--- src/rtl/world_clock_pkg.sv ---
// Shared types and constants for the world-time counter: field limits,
// timezone defaults, the two-digit BCD struct and its binary converter.
package world_clock_pkg;

   localparam logic [5:0] SEC_MAX = 6'd59;
   localparam logic [5:0] MIN_MAX = 6'd59;
   localparam logic [4:0] HR_MAX  = 5'd23;

   localparam int TZ_MIN_DEFAULT = -12;
   localparam int TZ_MAX_DEFAULT = 14;

   typedef struct packed {
      logic [3:0] tens;
      logic [3:0] ones;
   } bcd2_t;

   typedef logic signed [5:0] tz_t;

   // Ones digit is taken modulo 16 from the low nibble: (bin - 10*tens) < 10,
   // so subtracting (10*tens mod 16) from bin[3:0] yields it exactly.
   function automatic bcd2_t to_bcd2(input logic [5:0] bin);
      bcd2_t r;
      if (bin >= 6'd50) begin
         r.tens = 4'd5;
         r.ones = bin[3:0] - 4'd2;
      end else if (bin >= 6'd40) begin
         r.tens = 4'd4;
         r.ones = bin[3:0] - 4'd8;
      end else if (bin >= 6'd30) begin
         r.tens = 4'd3;
         r.ones = bin[3:0] - 4'd14;
      end else if (bin >= 6'd20) begin
         r.tens = 4'd2;
         r.ones = bin[3:0] - 4'd4;
      end else if (bin >= 6'd10) begin
         r.tens = 4'd1;
         r.ones = bin[3:0] - 4'd10;
      end else begin
         r.tens = 4'd0;
         r.ones = bin[3:0];
      end
      return r;
   endfunction

endpackage

--- src/rtl/bin_to_bcd2.sv ---
// Combinational 0..59 binary to two-digit BCD converter.
module bin_to_bcd2
   import world_clock_pkg::*;
(
   input  logic [5:0] bin,
   output bcd2_t      bcd
);

   assign bcd = to_bcd2(bin);

endmodule

--- src/rtl/world_time_counter.sv ---
// UTC hh:mm:ss counter advanced by divider toggle edges, with button setting
// and a signed timezone offset producing registered local-time BCD fields.
module world_time_counter
   import world_clock_pkg::*;
#(
   parameter int TZ_MIN    = TZ_MIN_DEFAULT,
   parameter int TZ_MAX    = TZ_MAX_DEFAULT,
   parameter int INIT_HOUR = 0
) (
   input  logic       clk100hz,
   input  logic       reset_n,
   input  logic       clk1hz_in,
   input  logic       set_en,
   input  logic       inc_hr,
   input  logic       inc_min,
   input  logic [5:0] tz_offset,
   output logic [7:0] hr_bcd,
   output logic [7:0] min_bcd,
   output logic [7:0] sec_bcd,
   output logic [1:0] day_delta,
   output logic       day_tick
);

   localparam tz_t        TZ_LO       = tz_t'(TZ_MIN);
   localparam tz_t        TZ_HI       = tz_t'(TZ_MAX);
   localparam logic [4:0] INIT_HR     = INIT_HOUR[4:0];
   localparam bcd2_t      INIT_HR_BCD = to_bcd2({1'b0, INIT_HR});

   logic              clk1hz_q;
   logic              tick;
   logic [5:0]        sec_q, sec_d;
   logic [5:0]        min_q, min_d;
   logic [4:0]        hr_q, hr_d;
   logic              day_tick_q, day_tick_d;
   bcd2_t             hr_bcd_q, hr_bcd_d;
   bcd2_t             min_bcd_q, min_bcd_d;
   bcd2_t             sec_bcd_q, sec_bcd_d;
   logic [1:0]        day_delta_q, day_delta_d;
   tz_t               tz_s;
   tz_t               tz_eff;
   logic signed [6:0] local_raw;
   logic [5:0]        local_hr;
   bcd2_t             hr_conv, min_conv, sec_conv;

   // Divider output shares this clock, so a plain edge compare is safe.
   assign tick = clk1hz_in ^ clk1hz_q;

   always_comb begin
      sec_d      = sec_q;
      min_d      = min_q;
      hr_d       = hr_q;
      day_tick_d = 1'b0;
      if (set_en) begin
         sec_d = 6'd0;
         if (inc_min) begin
            min_d = (min_q == MIN_MAX) ? 6'd0 : min_q + 6'd1;
         end else begin
            min_d = min_q;
         end
         if (inc_hr) begin
            hr_d = (hr_q == HR_MAX) ? 5'd0 : hr_q + 5'd1;
         end else begin
            hr_d = hr_q;
         end
      end else if (tick) begin
         if (sec_q == SEC_MAX) begin
            sec_d = 6'd0;
            if (min_q == MIN_MAX) begin
               min_d = 6'd0;
               if (hr_q == HR_MAX) begin
                  hr_d       = 5'd0;
                  day_tick_d = 1'b1;
               end else begin
                  hr_d = hr_q + 5'd1;
               end
            end else begin
               min_d = min_q + 6'd1;
            end
         end else begin
            sec_d = sec_q + 6'd1;
         end
      end else begin
         sec_d = sec_q;
      end
   end

   // Seven bits: 23 + 14 would overflow a 6-bit signed sum.
   assign tz_s      = tz_t'(tz_offset);
   assign tz_eff    = ((tz_s >= TZ_LO) && (tz_s <= TZ_HI)) ? tz_s : 6'sd0;
   assign local_raw = $signed({2'b00, hr_q}) + $signed({tz_eff[5], tz_eff});

   always_comb begin
      local_hr    = local_raw[5:0];
      day_delta_d = 2'b00;
      if (local_raw < 7'sd0) begin
         local_hr    = 6'(local_raw + 7'sd24);
         day_delta_d = 2'b11;
      end else if (local_raw >= 7'sd24) begin
         local_hr    = 6'(local_raw - 7'sd24);
         day_delta_d = 2'b01;
      end else begin
         local_hr    = local_raw[5:0];
         day_delta_d = 2'b00;
      end
   end

   bin_to_bcd2 u_hr_bcd  (.bin(local_hr), .bcd(hr_conv));
   bin_to_bcd2 u_min_bcd (.bin(min_q),    .bcd(min_conv));
   bin_to_bcd2 u_sec_bcd (.bin(sec_q),    .bcd(sec_conv));

   always_comb begin
      hr_bcd_d  = hr_conv;
      min_bcd_d = min_conv;
      sec_bcd_d = sec_conv;
   end

   always_ff @(posedge clk100hz or negedge reset_n) begin
      if (!reset_n) begin
         clk1hz_q    <= 1'b0;
         sec_q       <= 6'd0;
         min_q       <= 6'd0;
         hr_q        <= INIT_HR;
         day_tick_q  <= 1'b0;
         hr_bcd_q    <= INIT_HR_BCD;
         min_bcd_q   <= 8'h00;
         sec_bcd_q   <= 8'h00;
         day_delta_q <= 2'b00;
      end else begin
         clk1hz_q    <= clk1hz_in;
         sec_q       <= sec_d;
         min_q       <= min_d;
         hr_q        <= hr_d;
         day_tick_q  <= day_tick_d;
         hr_bcd_q    <= hr_bcd_d;
         min_bcd_q   <= min_bcd_d;
         sec_bcd_q   <= sec_bcd_d;
         day_delta_q <= day_delta_d;
      end
   end

   assign hr_bcd    = hr_bcd_q;
   assign min_bcd   = min_bcd_q;
   assign sec_bcd   = sec_bcd_q;
   assign day_delta = day_delta_q;
   assign day_tick  = day_tick_q;

endmodule
--- config.mk ---
export PLATFORM = sky130hd
export DESIGN_NAME = world_time_counter
export DESIGN_NICKNAME = d
export VERILOG_FILES = /design/src/rtl/world_clock_pkg.sv /design/src/rtl/bin_to_bcd2.sv /design/src/rtl/world_time_counter.sv
export SDC_FILE = /design/constraint.sdc
export NUM_CORES = 1
export LEC_CHECK = 0
export ABC_AREA = 1
export BUFFER_PORTS_ARGS = -buffer_cell sky130_fd_sc_hd__buf_4
export CORE_MARGIN = 3
export CORE_UTILIZATION = 53
export DETAILED_ROUTE_END_ITERATION = 10
export PLACE_DENSITY = 0.81
export SLEW_MARGIN = 15
export SYNTH_ARGS = -nofsm -noshare
export SYNTH_HDL_FRONTEND = slang
export SYNTH_SLANG_ARGS = --single-unit
--- constraint.sdc ---
create_clock -name clk100hz -period 4.2 [get_ports clk100hz]
set_input_delay 1.26 -clock clk100hz [delete_from_list [all_inputs] [get_ports clk100hz]]
set_output_delay 1.26 -clock clk100hz [all_outputs]
set_load 0.05 [all_outputs]
Word-level counts from Yosys, hierarchy flattened
Cells that the tools add are included.
{"block": "word_totals", "ff_bits": 45, "in_bits": 12, "output_inout_bits": 27, "word_cells": 103}
{"block": "op_classes", "add_sub_neg": 21, "order_cmp": 19, "n_eq_ne": 5, "n_mux": 39, "bitwise": 1, "n_reduce_logical": 6}
{"op": "2-to-1 mux 8 bit", "count": 12}
{"op": "2-to-1 mux 6 bit", "count": 11}
{"op": "2-to-1 mux 5 bit", "count": 9}
{"op": "greater-or-equal comparator 6 x 5 -> 1 bit (second input constant)", "count": 7}
{"op": "greater-or-equal comparator 6 bit (second input constant)", "count": 6}
{"op": "subtractor 4 bit (second input constant)", "count": 9}
{"op": "greater-or-equal comparator 6 x 4 -> 1 bit (second input constant)", "count": 3}
{"op": "adder 6 x 1 -> 6 bit (second input constant)", "count": 2}
{"op": "== test 6 bit (second input constant)", "count": 2}
{"op": "subtractor 4 x 2 -> 4 bit (second input constant)", "count": 3}
{"op": "subtractor 4 x 3 -> 4 bit (second input constant)", "count": 3}
{"op": "adder 6 x 6 -> 7 bit", "count": 1}
{"op": "greater-or-equal comparator 7 x 6 -> 1 bit (second input constant)", "count": 1}
{"op": "less-than comparator 7 x 1 -> 1 bit (second input constant)", "count": 1}
{"op": "adder 6 bit (second input constant)", "count": 1}
{"op": "less-or-equal comparator 6 x 5 -> 1 bit (second input constant)", "count": 1}
{"op": "2-to-1 mux 1 bit", "count": 6}
{"op": "nonzero test 2 bit", "count": 3}
{"op": "subtractor 6 bit (second input constant)", "count": 1}
{"op": "adder 5 x 1 -> 5 bit (second input constant)", "count": 1}
{"op": "== test 5 bit (second input constant)", "count": 1}
{"op": "!= test 2 x 1 -> 1 bit (second input constant)", "count": 2}
{"op": "AND reduction 4 bit", "count": 1}
{"op": "AND reduction 3 bit", "count": 1}
{"op": "other kinds (3)", "count": 3}

Logic depth before layout (Yosys ltp)
{"block": "depth", "depth_word": 13, "depth_mapped": 29, "ltp_nobuf": 29}

By module
From an unflattened synthesis, not the netlist that was laid out.
{"block": "hier_totals", "hier_cells": 500, "area_unflattened_um2": 3622.2}
{"module": "world_time_counter", "instances": 1, "cells_each": 221, "area_each_um2": 2135.8, "seq_area_each_um2": 1126.1}
{"module": "bin_to_bcd2", "instances": 3, "cells_each": 93, "area_each_um2": 495.5, "seq_area_each_um2": 0.0}

Worst setup path after synthesis
No wires, ideal clock.
{"block": "synth_path", "path_kind": "in2reg", "startpoint": "in tz_offset[4]", "endpoint": "reg hr_bcd_q, in the netlist hr_bcd[1]", "arrival_time_ns": 4.375, "required_ns": 4.120, "path_slack_ns": -0.255, "path_stages": 25, "cell_sequence": "nand2_1 o21bai_4 inv_2 a21oi_1 nor2_1 ha_1 fa_1 nand3_1 nand3b_1 nand2_4 inv_1 ha_1 nor2_4 nand4_1 nand2_4 inv_1 ha_1 nand3_1 nand2_1 a21oi_4 nand2_1 nand2_2 nand2_2 nand2_2 xor2_1"}
{"item": "start: declaration", "line": "world_time_counter.sv:16", "source": "input logic [5:0] tz_offset,"}
{"item": "end signal: assignment", "line": "world_time_counter.sv:134", "source": "hr_bcd_q <= hr_bcd_d;"}
{"item": "end: declaration", "line": "world_time_counter.sv:35", "source": "bcd2_t hr_bcd_q, hr_bcd_d;"}

==> flow_summary.yaml <==
routing:
  routed_via_density: 5.36
  detailroute.via_count: 2903
  first_iter_violations: 190
  wl_microns: 7590
  route.detailed.wl_per_inst_microns: 14.0
  detail-route-antenna-nets: 0
  drc: 0
  firstDrtPassIters: 5
worst_setup_path:
  timing.critical_path.required_ps: 4390
  critPathArrivalTime_ps: 4460
  criticalPathCategory: "input port to flop"
  endpoint_kind: "flop"
  worst-path-max-fanout: 4
  start_kind: "input port"
  critPathLaunch: "tz_offset[5]"
  worst_r2r_startpoint: "hr_q[0]"
timing:
  timing.final.crit_share_pct: 102
  worstMarginPinSlew_ps: 559
  finalCriticalPeriod_ps: 4270
  hold_violations: 0
  final.setup.worst_slack_ps: -67.9
  max_slew_margin_pct: 62.3
  timing.final.max_slew_violations: 0
  rsz_0062_raised_after_global_routing: "yes"
  setup-tns-final_ps: -163
  final_setup_violation_count: 4
  maximum_achievable_frequency_mhz: 234
  clock-skew-final_ps: 5.16
floorplan:
  placementRows: 27
  die_area_sq_mm: 0.00698
  die_outline_width_microns: 83.6
  die_y_extent_microns: 83.6
  floorplan.core_area_sq_mm: 0.00568
  initial_core_util_pct: 56.2
  io_pins: 39
final_layout:
  n_fill_cell: 462
  insertedDiodeCount: 0
  post_layout_nonfiller_instances: 542
  final_cell_area_sq_mm: 0.00401
  number_of_nets_in_the_layout: 519
  final_layout_size_suffix_gt1_share_pct: 30.0
  p_r_area_growth_vs_syn_pct: 25.6
clock_tree:
  clkSinkCount: 42
  numCtsBuffers: 5
  clockRootBuffer: "clkbuf_8"
  clk_path_buf_depth: 2
  worstSkewPairLatency_ps: 290
  cts.clk_slew.worst_paths_ps: 80
  htree_num_levels: 2
  clock_tree_from_tritoncts: "done"
synth:
  postSynthAreaPerCell_sq_um: 8.05
  yosys_register_bits: 42
  synth_top_area_share_pct: 33.0
  postSynthCellCount: 396
  yosysSeqAreaShare_pct: 33.0
  netlist_area_sq_mm: 0.00319
  yosysWarningCount: 0
  netlist-cell-type-count: 44
  ys_top_cells_by_area: "dfrtp_1, ha_1, nand2_1"
  synth.largest_area_cell: "dfrtp_1"
hold_path:
  worstHoldStart: "min_q[0]"
  hold_class: "flop to flop"
run:
  max_cap_viol_count: 0
global_route:
  gr-total-overflow: 0
  grt_util_all_layers_pct: 20.0
  antenna_found_initial: 0
  grt_max_degree: 43
  grt_pass1_vias: 2733
  grt_pass1_wl_microns: 11900
place:
  placed_cell_area_sq_mm: 0.00372
  place_congestion: 0.904
  post-place-cells: 525
  post-dp-hpwl_microns: 5310
  portBuffers: 35
outcome:
  run_status: "finished with violations"
  failed_checks: "negative setup slack"
-- synth_stat cells (all sizes together) --
| master | number |
|---|---|
| mux2i | 1 |
| clkinv | 2 |
| nand3b | 2 |
| xnor2 | 4 |
| clkbuf | 2 |
| fa | 1 |
| nand4 | 8 |
| o31ai | 1 |
| inv | 62 |
| xor2 | 8 |
| nor2 | 27 |
| o21bai | 1 |
| a211oi | 2 |
| nand2 | 78 |
| o221ai | 1 |
| a21oi | 30 |
| dfrtp | 42 |
| a31oi | 5 |
| nand3 | 32 |
| a22oi | 1 |
| conb | 1 |
| o22ai | 2 |
| nor3b | 1 |
| o211ai | 2 |
| buf | 3 |
| o21ai | 30 |
| or2 | 5 |
| a21boi | 1 |
| ha | 37 |
| nor3 | 3 |
| nor4 | 1 |
-- stage by stage --
stage	hold slack, ps	setup WS [ps]	utilization, %
floorplan	378	2.99	-
global placement	381	-113	65.5
detailed placement	398	-240	65.5
CTS	416	66.8	67.1
global route	442	-243	70.6
finish	411	-67.9	70.6
-- timing repair --
action                                  CTS  global route
endpoints found under the setup margin    0             5
gates resized for setup                   0            35
endpoints found under the hold margin     0             0
setup buffers                             0             9
hold buffers                              0             0
-- per-layer routing --
layer	share of wire (%)	wire (microns)	GRT usage (%)	vias up
met5	0	0	0	-
met4	1.7	129	7.16	0
met3	4.0	304	2.57	9
met2	51	3860	35.0	71
met1	43	3290	25.3	1384
li1	-	-	-	1439
-- flip-flops by register name, indices dropped and copies added, names as in the netlist --
name / flops
clk1hz_q: 1
day_delta: 2
day_tick: 1
hr_bcd: 7
hr_q: 5
min_bcd: 7
min_q: 6
sec_bcd: 7
sec_q: 6
-- area by class of cell --
type                    count  area, sq um  share of cell area (%)
clock buffers               7         86.3                    2.15
well taps                  72         90.1                    2.25
flip-flops and latches     42         1050                    26.2
clock inverters             1         5.00                   0.125
multi-input cells         287         1990                    49.7
inverters                  64          245                    6.12
repair buffers             69          537                    13.4
-- critical path, cell delays in order --
cell      delay [ps]
buf_6             90
nand2_2           50
o21bai_4         110
inv_2             50
a21oi_2          130
nor2_1            70
ha_2             190
fa_2             610
inv_1             70
nand2_1           90
nor2_2            50
nand3_2          110
nor2_4            50
nor2_4           150
nand3_2          100
nand2_2          100
nand2_4           70
buf_4            140
ha_2             170
a21oi_2          130
nand2_1           90
inv_2             90
nand2_4           60
nand2_2           80
nand2_2           50
nand2_2           50
nand2_2           60
xor2_1           160
-- worst paths after layout --
path	endpoint	slack (ps)	depth (start not counted)
max	hr_bcd[1]	-70	28
min	min_bcd[0]	410	0
max reg2reg	hr_bcd[1]	920	22
min reg2reg	min_bcd[0]	410	0
max in group asynchronous	min_q[0]	2890	1
min in group asynchronous	min_q[1]	930	1
-- layout by cell type, fill, tap and decap left out, types with 6 or more instances in the layout --
cell      instances
nor2_1           22
buf_4            64
a21oi_1          24
xor2_1            8
nand4_1           7
nand2_2          14
inv_1            55
o21ai_0          26
clkbuf_8          6
dfrtp_1          42
nand2_1          58
nand3_2          13
ha_1             30
nand3_1          18
nand2_4           6
-- cells by family (layout without fill, tap and decap cells) --
| family | count (synthesis) | after routing | synth area share (%) |
|---|---|---|---|
| AOI/OAI and AO/OA | 76 | 76 | 14.1 |
| muxes | 1 | 1 | 0.314 |
| other | 1 | 3 | 0.118 |
| adders and majority gates | 38 | 38 | 15.1 |
| buffers and inverters | 69 | 141 | 8.47 |
| DFF | 42 | 42 | 33.0 |
| xor gates and xnor gates | 12 | 12 | 3.30 |
| and+or+nand+nor | 157 | 157 | 25.6 |
Power is left out: the tool's default activity adds up to more than one toggle a clock period on the data nets, which glitch-free logic cannot reach.
